`src/rtl/dmem_pkg.sv`:
```
// Shared types and helpers for the data-memory arbiter.
// Also used by the instruction-fetch side.
package dmem_pkg;

    localparam int DMEM_DW = 16;

    typedef enum logic [1:0] {
        IDLE,
        ACCESS,
        RESP
    } arb_state_e;

    typedef struct packed {
        logic               we;
        logic [DMEM_DW-1:0] addr;
        logic [DMEM_DW-1:0] wdata;
    } dmem_req_t;

    // Word-aligned and inside 0 .. 2*depth-2.
    function automatic logic addr_legal(
        input logic [DMEM_DW-1:0] addr,
        input int unsigned        depth
    );
        logic [31:0] a;
        a = 32'(addr);
        return !a[0] && (a < 32'(2 * depth));
    endfunction

endpackage

```
`src/rtl/dmem_arbiter_rr.sv`:
```
// Combinational round-robin arbiter.
// The scan starts just after the last winner.
module rr_arbiter #(
    parameter int N     = 2,
    parameter int IDX_W = (N > 1) ? $clog2(N) : 1
) (
    input  logic [N-1:0]     req,
    input  logic [IDX_W-1:0] last,
    output logic [N-1:0]     gnt,
    output logic [IDX_W-1:0] idx
);

    logic             found;
    logic [IDX_W-1:0] pos;

    always_comb begin
        gnt   = '0;
        idx   = '0;
        found = 1'b0;
        pos   = '0;
        for (int k = 1; k <= N; k++) begin
            pos = IDX_W'((int'(last) + k) % N);
            if (!found && req[pos]) begin
                found    = 1'b1;
                gnt[pos] = 1'b1;
                idx      = pos;
            end
        end
    end

endmodule

```
`src/rtl/dmem_arbiter.sv`:
```
// Round-robin arbiter in front of the single-port data memory.
// One access per grant, registered response.
module dmem_arbiter
    import dmem_pkg::*;
#(
    parameter int NUM_REQ    = 2,
    parameter int DATA_WIDTH = 16,
    parameter int MEM_DEPTH  = 256,
    parameter int IDX_W      = (NUM_REQ > 1) ? $clog2(NUM_REQ) : 1
) (
    input  logic                               clk,
    input  logic                               rst_n,
    input  logic [NUM_REQ-1:0]                 req_valid,
    output logic [NUM_REQ-1:0]                 req_ready,
    input  logic [NUM_REQ-1:0]                 req_we,
    input  logic [NUM_REQ-1:0][DATA_WIDTH-1:0] req_addr,
    input  logic [NUM_REQ-1:0][DATA_WIDTH-1:0] req_wdata,
    output logic [NUM_REQ-1:0]                 rsp_valid,
    input  logic [NUM_REQ-1:0]                 rsp_ready,
    output logic [DATA_WIDTH-1:0]              rsp_rdata,
    output logic                               rsp_err,
    output logic [DATA_WIDTH-1:0]              mem_access_addr,
    output logic [DATA_WIDTH-1:0]              mem_write_data,
    output logic                               mem_write_en,
    output logic                               mem_read,
    input  logic [DATA_WIDTH-1:0]              mem_read_data,
    output logic                               busy
);

    arb_state_e            state_q;
    arb_state_e            state_d;
    logic [IDX_W-1:0]      grant_q;
    logic [IDX_W-1:0]      last_q;
    logic [IDX_W-1:0]      win_idx;
    logic [NUM_REQ-1:0]    win_gnt;
    dmem_req_t             req_q;
    logic [DATA_WIDTH-1:0] rdata_q;
    logic                  err_q;
    logic                  legal;
    logic                  hs;
    logic                  done;

    rr_arbiter #(
        .N     (NUM_REQ),
        .IDX_W (IDX_W)
    ) u_rr (
        .req  (req_valid),
        .last (last_q),
        .gnt  (win_gnt),
        .idx  (win_idx)
    );

    assign legal = addr_legal(req_q.addr, MEM_DEPTH);
    assign hs    = (state_q == IDLE) && (|req_valid);
    assign done  = rsp_ready[grant_q];

    always_ff @(posedge clk or negedge rst_n) begin
        if (!rst_n) begin
            state_q <= IDLE;
        end else begin
            state_q <= state_d;
        end
    end

    always_comb begin
        state_d         = state_q;
        req_ready       = '0;
        rsp_valid       = '0;
        mem_access_addr = '0;
        mem_write_data  = '0;
        mem_write_en    = 1'b0;
        mem_read        = 1'b0;
        unique case (state_q)
            IDLE: begin
                req_ready = win_gnt;
                if (hs) state_d = ACCESS;
            end
            ACCESS: begin
                // Illegal addresses never reach the memory.
                if (legal) begin
                    mem_access_addr = req_q.addr;
                    mem_write_data  = req_q.wdata;
                    mem_write_en    = req_q.we;
                    mem_read        = !req_q.we;
                end
                state_d = RESP;
            end
            RESP: begin
                rsp_valid[grant_q] = 1'b1;
                if (done) state_d = IDLE;
            end
            default: state_d = IDLE;
        endcase
    end

    always_ff @(posedge clk or negedge rst_n) begin
        if (!rst_n) begin
            grant_q <= '0;
            last_q  <= IDX_W'(NUM_REQ - 1);
            req_q   <= '0;
            rdata_q <= '0;
            err_q   <= 1'b0;
        end else begin
            if (hs) begin
                grant_q     <= win_idx;
                last_q      <= win_idx;
                req_q.we    <= req_we[win_idx];
                req_q.addr  <= req_addr[win_idx];
                req_q.wdata <= req_wdata[win_idx];
            end
            if (state_q == ACCESS) begin
                err_q   <= !legal;
                rdata_q <= (legal && !req_q.we) ? mem_read_data : '0;
            end
        end
    end

    assign rsp_rdata = (state_q == RESP) ? rdata_q : '0;
    assign rsp_err   = (state_q == RESP) ? err_q : 1'b0;
    assign busy      = (state_q != IDLE);

endmodule
```
`config.mk`:
```
export PLATFORM = sky130hd
export DESIGN_NAME = dmem_arbiter
export DESIGN_NICKNAME = d
export VERILOG_FILES = /design/src/rtl/dmem_pkg.sv /design/src/rtl/dmem_arbiter_rr.sv /design/src/rtl/dmem_arbiter.sv
export SDC_FILE = /design/constraint.sdc
export NUM_CORES = 1
export LEC_CHECK = 0
export CAP_MARGIN = 0
export CELL_PAD_IN_SITES_DETAIL_PLACEMENT = 0
export CELL_PAD_IN_SITES_GLOBAL_PLACEMENT = 1
export CORE_MARGIN = 2
export CORE_UTILIZATION = 33
export DETAILED_ROUTE_END_ITERATION = 10
export HOLD_SLACK_MARGIN = 0.15
export PLACE_DENSITY_LB_ADDON = 0.25
export REMOVE_ABC_BUFFERS = 1
export SLEW_MARGIN = 40
export SYNTH_ARGS = -nofsm -noshare
export SYNTH_HDL_FRONTEND = slang
export SYNTH_SLANG_ARGS = --single-unit
```
`constraint.sdc`:
```
create_clock -name clk -period 3.46 [get_ports clk]
set_input_delay 0.692 -clock clk [delete_from_list [all_inputs] [get_ports clk]]
set_output_delay 0.692 -clock clk [all_outputs]
set_load 0.01 [all_outputs]
```
==> parameters.txt, run 1 <==
Parameter                              Value

Global routing
  Top Usage Layer GRT    met2
  Overall fraction of global-route tracks in use    0.148
  Global Route met1 Usage    0.198
  Initial antenna violation count    0
  Met3 Resource Use GR    0.0601
  Met2 track demand over resource    0.230
  Pin count of the biggest net entering global routing    36
  Global-route wire length before repair    11700 um
  Number of global-route vias before repair    2406
  Grt total ovfl    0

Routing
  DRT antenna net count    0
  DR iter-0 viols    41
  Number of remaining DRC errors    0
  Post-DR wirelength/cell    14.3 um
  Via total after detailed routing    2218
  Vias per Instance    4.56
  Routed wire length    6940 um
  Router iterations before antenna repair    4

Critical path
  Length in cells of the worst reg-to-reg path    4
  Cell family with the largest share of critical-path delay    simple AND/OR/NAND/NOR gates
  Worst path arrival time    2.43 ns
  Sort of element at the start of the critical path    flip-flop
  Type of element capturing the critical path    primary output
  Worst-path cell chain    or4_4 -> nor3_4 -> buf_4 -> and2_1 -> clkdlybuf4s50_1
  Number of cells on the critical path    5
  Buffering stage count on the worst path with inverters included    2
  CP max-delay cell    sky130_fd_sc_hd__or4_4
  Category of the most critical setup path    reg2out
  Slowest stage delay, CP    0.58 ns
  Critical-path maximum fanout    26
  Data required time at the worst endpoint    2.77 ns

Timing
  Setup violation total in the final timing report    0
  Least setup slack across all paths after layout    0.334 ns
  Worst Hold Margin    0.318 ns
  Transition at the pin with the smallest max-transition slack    0.636 ns
  Unrepaired setup endpoints after global routing    no
  Worst rel slew slack    0.575
  Setup Total Neg Slack    0 ns
  Final critical delay including setup and external delays    3.13 ns
  Count of final max-slew check failures    0
  Clock skew    0.00730 ns
  Final count of hold timing violations    0
  Share of the clock period used by the worst path after layout    0.904
  Peak clock frequency supported by timing    320 MHz

Clocking
  Number of H-tree branching levels    2
  # clock sinks    54
  Number of hold buffers added after CTS    0
  Clock-pin slew on the worst setup and hold paths    0.10 ns
  Clock Root Buffer    sky130_fd_sc_hd__clkbuf_8
  TritonCTS clock tree    built
  Insertion delay to the later sink of the worst-skew pair    0.30 ns
  Count of buffers added by post-CTS timing repair for setup    0
  Clock tree buffer depth    2
  TritonCTS buffer count    5
  Number of instances resized during post-cts repair    0

Yosys
  Area contributors post-synth    sky130_fd_sc_hd__dfrtp_1, sky130_fd_sc_hd__mux2_2, sky130_fd_sc_hd__and2_1
  Most numerous cell types in the synthesized netlist    sky130_fd_sc_hd__mux2_2, sky130_fd_sc_hd__and2_1, sky130_fd_sc_hd__dfrtp_1
  Synth Flop Type    sky130_fd_sc_hd__dfrtp_1
  Portion of synthesized cell area occupied by the leading cell type    0.454
  Distinct cell type count after synthesis    24
  Sequential element share of the synthesized area    0.463
  #FFs+latches synth    54
  Number of warnings issued by yosys    0
  Proportion of register bits with asynchronous set or reset after synthesis    1.00
  Gate Count Post-Synth    245
  Most used standard cell by instance count after synthesis    sky130_fd_sc_hd__mux2_2
  Post-synthesis instance area    0.00292 sq mm
  Synthesized area per cell    11.9 sq um
  Biggest area consumer among synthesized cells    sky130_fd_sc_hd__dfrtp_1
  Number of synthesized flops with an enable pin    0

Placed design
  Detailed placement HPWL    4990 um
  Placed instance area    0.00434 sq mm
  Final Wtd Congestion    0.668
  Pre-CTS setup slack    0.640 ns
  Number of port buffers    135

Floorplanning
  Core Box Area    0.00864 sq mm
  Top Ports    144
  Starting density of the core    0.338
  Die Width    98.1 um
  Site row count    34
  Die area    0.00962 sq mm
  Vertical extent of the die    98.1 um

Power
  Peak supply drop    0.217 mV
  Static leakage    1.84 nW
  Post-layout total power    2.21 mW
  Power density over cell area    499 mW/mm^2

Job
  Number of maximum-capacitance constraint violations    0

Final layout
  Post-Layout Inst Area    0.00443 sq mm
  Count of fill cells added during filler insertion    783
  Antenna fix cells    0
  Share of cells above drive strength 1    0.249
  Area Overhead vs Synth    51.8%
  Post-layout net count    465

Worst hold path
  HP Class    in2async

Outcome
  Status    completed
[path summary, 6_finish.rpt]
| check | start | end | slack (ns) |
|---|---|---|---|
| max | req_q[25] | mem_write_data[0] | 0.33 |
| min | rst_n | rdata_q[10] | 0.32 |
| max reg2reg | last_q | req_q[23] | 1.61 |
| min reg2reg | req_q[14] | req_q[14] | 0.51 |
| max in group asynchronous | rst_n | req_q[23] | 2.50 |
| min in group clk | req_q[14] | req_q[14] | 0.51 |
[metrics by stage]
step           std cells  utilization
2_1_floorplan        228            -
3_3_place_gp         478        0.503
3_5_place_dp         478        0.503
4_1_cts              486        0.513
5_1_grt              486        0.513
6_report             486        0.513
[registers in the layout, indices dropped and copies added (netlist names)]
signal   flops
last_q       1
req_q       33
rdata_q     16
grant_q      1
err_q        1
state_q      2
[cell type report]
class / instances / area, sq um / share of cell area
multi-input cells: 172 / 1450 / 0.326
well taps: 108 / 135 / 0.0305
repair buffers: 142 / 1400 / 0.316
inverters: 2 / 7.51 / 0.00169
clock buffers: 5 / 68.8 / 0.0155
clock inverters: 3 / 21.3 / 0.00480
flip-flops and latches: 54 / 1350 / 0.305
[routing by layer]
metal / vias up / share of wire
met2: 91 / 0.43
li1: 1090 / -
met4: 0 / 0.0078
met3: 5 / 0.097
met5: - / 0
met1: 1032 / 0.46
[cells in the final DEF (no fill, tap or decap), types with 3 or more instances in the layout]
master and instances:
sky130_fd_sc_hd__nor2b_1 3, sky130_fd_sc_hd__clkdlybuf4s50_1 134, sky130_fd_sc_hd__a31o_1 10, sky130_fd_sc_hd__nand2_1 3, sky130_fd_sc_hd__clkbuf_8 5, sky130_fd_sc_hd__dfrtp_1 53
sky130_fd_sc_hd__a31o_2 6, sky130_fd_sc_hd__and2_1 60, sky130_fd_sc_hd__conb_1 8, sky130_fd_sc_hd__nor2_1 5, sky130_fd_sc_hd__mux2_2 66, sky130_fd_sc_hd__buf_4 8
[power breakdown]
part / total [mW] / switching [mW] / internal (mW)
Sequential: 0.981 / 0.119 / 0.862
Combinational: 0.877 / 0.367 / 0.510
Clock: 0.353 / 0.210 / 0.143
[logic make-up after synthesis]
| kind of cell | count (synthesis) | synth area share |
|---|---|---|
| multiplexers | 67 | 0.258 |
| buffers and inverters | 26 | 0.0505 |
| other | 1 | 0.00128 |
| AO/OA/AOI/OAI | 20 | 0.0591 |
| AND/OR/NAND/NOR | 77 | 0.168 |
| flip-flops | 54 | 0.463 |
Power figures use the tool's default switching activity.
==> run 2: changes to the inputs <==
--- a/config.mk
+++ b/config.mk
@@ -11,6 +11,7 @@
 export CORE_MARGIN = 2
 export CORE_UTILIZATION = 33
 export DETAILED_ROUTE_END_ITERATION = 10
+export GPL_TIMING_DRIVEN = 0
 export HOLD_SLACK_MARGIN = 0.15
 export PLACE_DENSITY_LB_ADDON = 0.25
 export REMOVE_ABC_BUFFERS = 1
==> parameters.txt, run 2 (synthesized netlist as in run 1, its figures left out) <==
Parameter                              Value

Final layout
  Sequential cell area in the final layout    0.00135 sq mm (unchanged)
  Area Overhead vs Synth    52.8%
  Count of non-filler cells in the finished layout    482 (-0.82%)
  Post-route core utilization    0.517 (+0.00333)
  Max FFs per register    33 (unchanged)
  Area taken by multi-input logic gates    0.00147 sq mm (+1.3%)
  Top reg by flops    req_q
  Largest regs    req_q: 33 flops, rdata_q: 16 flops, state_q: 2 flops
  Most frequent standard cell in the layout excluding fill and tap cells    sky130_fd_sc_hd__clkdlybuf4s50_1
  Share of cells above drive strength 1    0.249 (about the same)
  Count of fill cells added during filler insertion    799 (+2.0%)
  Antenna fix cells    0 (unchanged)
  Post-layout net count    461 (-0.86%)
  Leading cell types in the layout, fill and taps excluded    sky130_fd_sc_hd__clkdlybuf4s50_1, sky130_fd_sc_hd__mux2_2, sky130_fd_sc_hd__and2_1

Clocking
  Number of H-tree branching levels    2 (unchanged)
  Clock-pin slew on the worst setup and hold paths    0.10 ns (about the same)
  Number of instances resized during post-cts repair    0 (unchanged)
  Insertion delay to the later sink of the worst-skew pair    0.30 ns (about the same)
  # clock sinks    54 (unchanged)
  Number of hold buffers added after CTS    0 (unchanged)
  Clock tree buffer depth    2 (unchanged)
  Clock Root Buffer    sky130_fd_sc_hd__clkbuf_8
  TritonCTS clock tree    built
  TritonCTS buffer count    5 (unchanged)

Timing
  Peak clock frequency supported by timing    320 MHz (about the same)
  Unrepaired setup endpoints after global routing    no
  Worst rel slew slack    0.540 (-0.0352)
  Final count of hold timing violations    0 (unchanged)
  Count of final max-slew check failures    0 (unchanged)
  Final critical delay including setup and external delays    3.13 ns (+0.000844 ns)
  Transition at the pin with the smallest max-transition slack    0.688 ns (+0.0517 ns)
  Setup violation total in the final timing report    0 (unchanged)
  Clock skew    0.00565 ns (-0.00165 ns)
  Share of the clock period used by the worst path after layout    0.904 (about the same)

Global routing
  Global-route wire length before repair    12000 um (+2.9%)
  Pin count of the biggest net entering global routing    36 (unchanged)
  Number of global-route vias before repair    2436 (+1.2%)
  Initial antenna violation count    0 (unchanged)
  Grt total ovfl    0 (unchanged)
  Overall fraction of global-route tracks in use    0.154 (+0.00558)

Routing
  Via total after detailed routing    2257 (+1.8%)
  DRT antenna net count    0 (unchanged)
  Number of remaining DRC errors    0 (unchanged)
  Router iterations before antenna repair    4 (unchanged)
  Vias per Instance    4.68 (+2.6%)
  Post-DR wirelength/cell    14.6 um (+2.3%)
  Routed wire length    7040 um (+1.4%)
  DR iter-0 viols    58 (+41%)

Floorplanning
  Vertical extent of the die    98.1 um (unchanged)
  Core Box Area    0.00864 sq mm (unchanged)
  Die Width    98.1 um (unchanged)
  Site row count    34 (unchanged)
  Die area    0.00962 sq mm (unchanged)
  Starting density of the core    0.338 (unchanged)
  Top Ports    144 (unchanged)

Critical path
  Critical-path maximum fanout    10 (-62%)
  Category of the most critical setup path    reg2out
  Sort of element at the start of the critical path    flip-flop
  Type of element capturing the critical path    primary output
  Data required time at the worst endpoint    2.77 ns (about the same)
  Worst path arrival time    2.44 ns (about the same)
  Length in cells of the worst reg-to-reg path    3 (-1)

Placed design
  Final Wtd Congestion    0.670 (+0.33%)
  Post-placement cell count    473 (-1.0%)
  Detailed placement HPWL    5050 um (+1.2%)
  Number of port buffers    135 (unchanged)

Power
  Power density over cell area    501 mW/mm^2 (+0.40%)
  Post-layout total power    2.23 mW (+1.1%)
  Peak supply drop    0.241 mV (+11%)
  Static leakage    1.85 nW (+0.36%)

Outcome
  Status    completed

Job
  Number of maximum-capacitance constraint violations    0 (unchanged)

Worst hold path
  HP Class    in2async
[run 2: cell types whose count changed in the layout (fill, tap and decap cells not counted), sizes merged]
cell and change:
buf -4, clkbuf +3, clkinv -2, clkinvlp -1
[run 2: what timing repair did]
item / in CTS / in global routing
setup endpoints to repair: 0 / 16
hold endpoints to repair: 0 / 0
setup buffers: 0 / 1
[run 2: power breakdown]
group	total, mW	switching, mW	leakage [nW]	internal, mW
combinational	0.848	0.355	1.12	0.493
clock	0.407	0.204	0.0575	0.203
sequential	0.980	0.117	0.666	0.863
total	2.23	0.676	1.85	1.56
[run 2: layout make-up]
type                    count  share of cell area
inverters                   2             0.00168
multi-input cells         172               0.329
clock buffers               8              0.0247
well taps                 108              0.0303
repair buffers            138               0.312
flip-flops and latches     54               0.303
[run 2: per-stage QoR]
step                area (sq um)  hold WS (ns)  setup TNS, ns  setup WS (ns)
CTS                         4460         0.265              0         0.0390
global route                4460         0.267              0          0.205
floorplan                   2810         0.396              0           1.18
global placement            4290         0.467          -7.29         -0.141
finish                      4460         0.266              0          0.333
detailed placement          4350         0.487              0          0.400
[run 2: critical path, cell delays in order (launching register included)]
cell                              delay, ns
sky130_fd_sc_hd__dfrtp_1               0.40
sky130_fd_sc_hd__or4_4                 0.58
sky130_fd_sc_hd__nor3_4                0.24
sky130_fd_sc_hd__buf_4                 0.21
sky130_fd_sc_hd__and2_1                0.14
sky130_fd_sc_hd__clkdlybuf4s50_1       0.55
[run 2: worst paths after layout]
check | from | to | slack, ns
setup / recovery | req_q[28] | mem_access_addr[2] | 0.33
hold / removal | rst_n | rdata_q[11] | 0.27
setup reg to reg | req_q[25] | rdata_q[6] | 1.61
hold reg to reg | err_q | err_q | 0.50
max in group asynchronous | rst_n | req_q[31] | 2.71
min in group clk | err_q | err_q | 0.50
[run 2: layer usage]
metal  track usage  wire [um]
met1         0.196       3030
met2         0.251       3250
met3        0.0608        697
met4        0.0288         63
met5             0          0
